<file path="config.mk">
export PLATFORM = sky130hd
export DESIGN_NAME = mem_arbiter
export DESIGN_NICKNAME = d
export VERILOG_FILES = /design/src/rtl/mem_arbiter.sv
export SDC_FILE = /design/constraint.sdc
export NUM_CORES = 1
export LEC_CHECK = 0
export CAP_MARGIN = 20
export CORE_UTILIZATION = 23
export DETAILED_ROUTE_END_ITERATION = 16
export DONT_BUFFER_PORTS = 1
export GPL_TIMING_DRIVEN = 0
export PLACE_DENSITY_LB_ADDON = 0.25
export RECOVER_POWER = 25
export SLEW_MARGIN = 0
export SYNTH_ARGS = -nofsm -noshare
export SYNTH_HDL_FRONTEND = slang
export SYNTH_SLANG_ARGS = --single-unit
</file>
<file path="constraint.sdc">
create_clock -name clk_i -period 5.6 [get_ports clk_i]
set_clock_uncertainty 0.15 [all_clocks]
set_input_delay 0.84 -clock clk_i [delete_from_list [all_inputs] [get_ports clk_i]]
set_output_delay 0.84 -clock clk_i [all_outputs]
set_load 0.02 [all_outputs]
</file>
<file path="src/rtl/mem_arbiter.sv">
// Two-port (instruction fetch / data) arbiter in front of one single-port memory.
// Define MEM_ARB_RR_EN for round-robin arbitration; the default is fixed data-first priority.
module mem_arbiter #(
  parameter int ADDR_W = 32,
  parameter int DATA_W = 32
) (
  input  logic              clk_i,
  input  logic              rst_i,
  input  logic              if_req_i,
  input  logic [ADDR_W-1:0] if_addr_i,
  output logic              if_ack_o,
  output logic [DATA_W-1:0] if_rdata_o,
  input  logic              dm_req_i,
  input  logic              dm_we_i,
  input  logic [ADDR_W-1:0] dm_addr_i,
  input  logic [DATA_W-1:0] dm_wdata_i,
  output logic              dm_ack_o,
  output logic [DATA_W-1:0] dm_rdata_o,
  output logic              mem_req_o,
  output logic              mem_we_o,
  output logic [ADDR_W-1:0] mem_addr_o,
  output logic [DATA_W-1:0] mem_wdata_o,
  input  logic              mem_ack_i,
  input  logic [DATA_W-1:0] mem_rdata_i,
  output logic              stall_o
);

  typedef enum logic [1:0] {IDLE, BUSY_IF, BUSY_DM, RESP} state_t;

  state_t              state, state_next;
  logic                mem_req_next, mem_we_next;
  logic [ADDR_W-1:0]   mem_addr_next;
  logic [DATA_W-1:0]   mem_wdata_next;
  logic                if_ack_next, dm_ack_next;
  logic [DATA_W-1:0]   if_rdata_next, dm_rdata_next;
  logic                dm_first;
  logic                grant_dm;

`ifdef MEM_ARB_RR_EN
  logic last_dm;

  // Last-grant pointer: on a tie the port that was not granted most recently wins.
  always_ff @(posedge clk_i or posedge rst_i) begin
    if (rst_i)
      last_dm <= 1'b0;
    else if (state == IDLE && (dm_req_i || if_req_i))
      last_dm <= grant_dm;
  end

  assign dm_first = ~last_dm;
`else
  assign dm_first = 1'b1;
`endif

  assign grant_dm = dm_req_i & (dm_first | ~if_req_i);
  assign stall_o  = (if_req_i & ~if_ack_o) | (dm_req_i & ~dm_ack_o);

  always_ff @(posedge clk_i or posedge rst_i) begin
    if (rst_i) begin
      state       <= IDLE;
      mem_req_o   <= 1'b0;
      mem_we_o    <= 1'b0;
      mem_addr_o  <= '0;
      mem_wdata_o <= '0;
      if_ack_o    <= 1'b0;
      dm_ack_o    <= 1'b0;
      if_rdata_o  <= '0;
      dm_rdata_o  <= '0;
    end else begin
      state       <= state_next;
      mem_req_o   <= mem_req_next;
      mem_we_o    <= mem_we_next;
      mem_addr_o  <= mem_addr_next;
      mem_wdata_o <= mem_wdata_next;
      if_ack_o    <= if_ack_next;
      dm_ack_o    <= dm_ack_next;
      if_rdata_o  <= if_rdata_next;
      dm_rdata_o  <= dm_rdata_next;
    end
  end

  // Memory fields are latched on grant and held untouched until the memory acks.
  always_comb begin
    state_next     = state;
    mem_req_next   = mem_req_o;
    mem_we_next    = mem_we_o;
    mem_addr_next  = mem_addr_o;
    mem_wdata_next = mem_wdata_o;
    if_ack_next    = 1'b0;
    dm_ack_next    = 1'b0;
    if_rdata_next  = if_rdata_o;
    dm_rdata_next  = dm_rdata_o;
    unique case (state)
      IDLE: begin
        if (grant_dm) begin
          state_next     = BUSY_DM;
          mem_req_next   = 1'b1;
          mem_we_next    = dm_we_i;
          mem_addr_next  = dm_addr_i;
          mem_wdata_next = dm_wdata_i;
        end else if (if_req_i) begin
          state_next     = BUSY_IF;
          mem_req_next   = 1'b1;
          mem_we_next    = 1'b0;
          mem_addr_next  = if_addr_i;
          mem_wdata_next = '0;
        end
      end
      BUSY_IF: begin
        if (mem_ack_i) begin
          state_next    = RESP;
          mem_req_next  = 1'b0;
          mem_we_next   = 1'b0;
          if_ack_next   = 1'b1;
          if_rdata_next = mem_rdata_i;
        end
      end
      BUSY_DM: begin
        if (mem_ack_i) begin
          state_next   = RESP;
          mem_req_next = 1'b0;
          mem_we_next  = 1'b0;
          dm_ack_next  = 1'b1;
          if (!mem_we_o)
            dm_rdata_next = mem_rdata_i;
        end
      end
      RESP:    state_next = IDLE;
      default: state_next = IDLE;
    endcase
  end

endmodule

</file>
[Word level (Yosys, flattened, before mapping)]
Cells that the tools add are included.
Cells by class
  add/sub/neg operators: 0
  multipliers: 0
  div/mod/pow operators: 0
  order comparisons: 0
  equal/unequal tests: 5
  shift operators: 0
  multiplexer cells: 18
  bitwise logic cells: 6
  reductions and logical operators: 9
Operator list (count)
  2-to-1 mux 32 bit: 4
  2-to-1 mux 1 bit: 8
  2-to-1 mux 2 bit: 3
  case mux 2 bit (3 select lines): 1
  AND reduction 2 bit: 3
  AND reduction 3 bit: 2
  equality test 2 bit (second input constant): 2
  case mux 1 bit (2 select lines): 2
  nonzero test 2 bit: 2
  != test 3 bit (second input constant): 1
  NOT 1 bit: 3
  bitwise AND 1 bit: 2
  equality test 2 x 1 -> 1 bit (second input constant): 1
  logical NOT 2 bit: 1
  != test 2 x 1 -> 1 bit (second input constant): 1
  OR reduction 2 bit: 1
  bitwise OR 1 bit: 1
Storage, ports and cells
  bits in registers: 134
  bits in latches: 0
  RAM bits: 0
  bits in read-only memories: 0
  input port bits: 134
  memories kept: 0

[Logic depth before layout (Yosys ltp)]
  word-level depth: 4
  gate-level depth with buffers: 7

[Worst setup path before layout]
OpenSTA, ideal clock, no wires.
  kind: input to output
  from: input dm_req_i
  to: output stall_o
  data arrival time: 1.534 ns
  setup slack: 3.076 ns
  stages on the path: 4
  cells stage by stage: buf_6 > buf_4 > inv_1 > o22ai_1
Between the ends
  cells in the longest elaborated chain, start to end: 2
Ends and longest elaborated chain
  start: declaration: line 13  | input logic dm_req_i,
  bitwise AND 1 bit: line 56  | assign stall_o = (if_req_i & ~if_ack_o) | (dm_req_i & ~dm_ack_o);
  bitwise OR 1 bit: line 56
  end: declaration: line 25  | output logic stall_o
Every way passes these cells.

[Worst setup path after layout]
Same ends and word-level chain as after synthesis.

==> impl_results.md <==
* Area leader, netlist: dfrtp_1
* Power density over cell area at 703 mW/mm^2
* Tightest Hold Check Type: input pin to flip-flop
* Slew HR at -0.642
* Failing checks: max-capacitance violations, max-slew violations
* Vias in the first global route at 3290
* Starting Density at 0.234
* Primary FF master, synth: dfrtp_1
* TritonRoute pass-1 iters at 4
* Final WL at 13.3 mm
* Area growth, synth to finish at 18.9%
* Setup crit end kind: output port
* CTS Hold Bufs at 0
* Largest net degree at the start of global routing at 83
* Register area share after synthesis at 0.613
* RSZ-0062 raised after global routing: no
* Via count at 3148
* Initial antenna violation count at 0
* Slew Limit Fails at 53
* Clock Latency Late Sink at 0.40 ns
* Dpl ws at 2.85 ns
* Required time worst endpoint at 4.61 ns
* Routed len/inst at 18.1 um
* CP Class: input pin to output port
* Worst path max stage delay at 0.42 ns
* Remaining DRCs at 0
* CP Cell Sequence: buf_6 -> buf_4 -> inv_1 -> o22ai_1
* Tmin final at 2.71 ns
* GP Congestion at 0.742
* Ant. Diodes at 0
* Post_cts resized at 0
* Max-cap viol count at 1
* Max clock buf depth at 2
* Worst Hold End: mem_wdata_o[17]
* YS warnings at 0
* Routed vias/inst at 4.29
* Register bit total from synthesis at 134
* Netlist cell types at 24
* Outcome: finished, violations left
* Critical path launch point type: input pin
* Reg2Reg Depth at 6
* Top-Level Pins at 267
* Reg2reg start: state[0]
* Root buf cell: clkbuf_16
* Maximum VDD drop at 0.203 mV
* Mapped Cells at 382
* Die Wd at 156 um
* Nets at 541
* Die Ht at 156 um
* Fin util at 0.278
* H-tree lvl count at 4
* Site row count at 56
* Number of synthesized flops with an enable pin at 0
* Final setup violation count at 0
* Share of cells above drive strength 1 at 0.287
* Setup WS post-layout at 2.89 ns
* Clock-pin slew on the worst setup and hold paths at 0.06 ns
* Top-area cell type share of the netlist area at 0.613
* Gr usage total at 0.108
* Hold depth at 1
* Die area at 0.0244 mm^2
* Input/output buffers at 0
* Placed wire-length estimate at 9.87 mm
* Crit-path max FO at 10
* Num CTS Buffers at 17
* Setup Fix Bufs, Post-CTS at 0
* Post-Syn Nets at 521
* Hold path start: dm_wdata_i[17]
* Reg2reg end: mem_wdata_o[0]
* Core Region at 0.0234 mm^2
* ANT nets after route at 0
* Hold Vio Cnt, Final at 0
* Critical path's slowest cell: o22ai_1
* Worst-margin pin slew at 2.45 ns
* Mean Syn Cell Area at 14.3 um^2
* CP arrival at 1.72 ns
* Hold_ws at 0.408 ns
* Mapped Area at 0.00547 mm^2
* Reg2reg setup slack at 3.57 ns
* Fmax at 369 MHz
* Largest cells by area after synthesis: dfrtp_1, mux2_4, mux2_2
* Grt ovf at 0
* Initial DRC Count at 79
* Num Clock Sinks at 134
* Period utilization at 0.483
* First-pass GRT wire length at 19.3 mm
* Leakage at 0.00302 uW
* TritonCTS clock tree: done
* Asr flop ratio synth at 1.00
-- flip-flops by register name (all words and copies together), names as in the netlist --
| register | flops |
|---|---|
| mem_wdata_o | 32 |
| state | 2 |
| mem_addr_o | 32 |
| mem_we_o | 1 |
| mem_req_o | 1 |
| dm_rdata_o | 32 |
| dm_ack_o | 1 |
| if_rdata_o | 32 |
| if_ack_o | 1 |
-- power by group --
group	leakage (uW)	switching, uW	internal, uW	total [uW]
sequential	0.00164	969	1460	2430
clock	0.000289	443	708	1150
combinational	0.00110	423	566	990
-- stage by stage --
stage                     setup TNS, ns  std cells  cell area [um^2]  power, uW
after floorplan                       0        382              5470       3150
after global placement           -30.67        701              5870       3430
after detailed placement              0        702              5900       3460
after CTS                             0        734              6500       4650
after global routing                  0        734              6500       4850
final                                 0        734              6500       4570
-- layout make-up --
type                            instances  area, um^2
Fill cell                            2467       16900
Sequential cell                       134        3350
Tap cell                              319         399
Clock buffer                           19         433
Buffer                                 25         166
Inverter                                7        27.5
Timing Repair Buffer                    1        27.5
Multi-Input combinational cell        216        1920
Clock inverter                         13         171
-- Yosys cell counts, types with 5 or more instances --
cell type	n
a22o_1	32
buf_2	7
buf_4	7
buf_6	5
clkbuf_1	6
dfrtp_1	134
ha_1	5
inv_1	7
mux2_2	34
mux2_4	30
mux2i_1	36
nand2_1	35
o21ai_0	33
-- how the worst max path moves through the flow --
stage          cells past startpoint     start              end
5_1_grt                            4  dm_req_i          stall_o
2_1_floorplan                      1     rst_i         dm_ack_o
4_1_cts                            4  dm_req_i          stall_o
3_3_place_gp                       1     rst_i  mem_wdata_o[22]
6_report                           4  dm_req_i          stall_o
3_5_place_dp                       4  dm_req_i          stall_o
-- layer usage --
layer  track usage  vias to the layer above  part of all wire
li1              -                     1386                 -
met4        0.0327                        0            0.0079
met2         0.182                      179              0.49
met1         0.118                     1577              0.40
met3        0.0558                        6              0.11
met5             0                        -                 0
-- placed cells by master, fill, tap and decap left out --
cell and count:
o22ai_1 1, nor2_1 1, buf_6 5, a22o_1 32, clkinv_2 1, dfrtp_1 134
mux2i_1 36, nand2b_1 1, clkinvlp_4 2, buf_16 1, clkbuf_1 8, a21oi_1 1
nor2_2 1, bufinv_16 3, a211oi_4 1, inv_6 4, o21ai_0 33, and2_0 1
clkbuf_16 17, mux2_1 1, mux2_4 30, buf_4 7, clkinvlp_2 1, buf_2 7
ha_1 5, mux2_2 34, inv_1 6, and2_2 1, nand2_1 35, clkinv_4 3
o21ai_2 1, nor2b_1 1
-- cell families (layout without fill, tap and decap cells) --
group | Yosys count | in the layout | share of synthesized area
and+or+nand+nor | 41 | 41 | 0.0307
adders and majority gates | 5 | 5 | 0.0114
muxes | 101 | 101 | 0.220
AOI/OAI and AO/OA | 69 | 69 | 0.0888
buffers and inverters | 32 | 65 | 0.0352
DFF | 134 | 134 | 0.613
-- worst max-delay path: cells and delay by family --
family,cells,cell delay (ns)
buffers and inverters,3,0.46
AO/OA/AOI/OAI,1,0.42
Note: power is estimated with default switching activity, not from simulation.
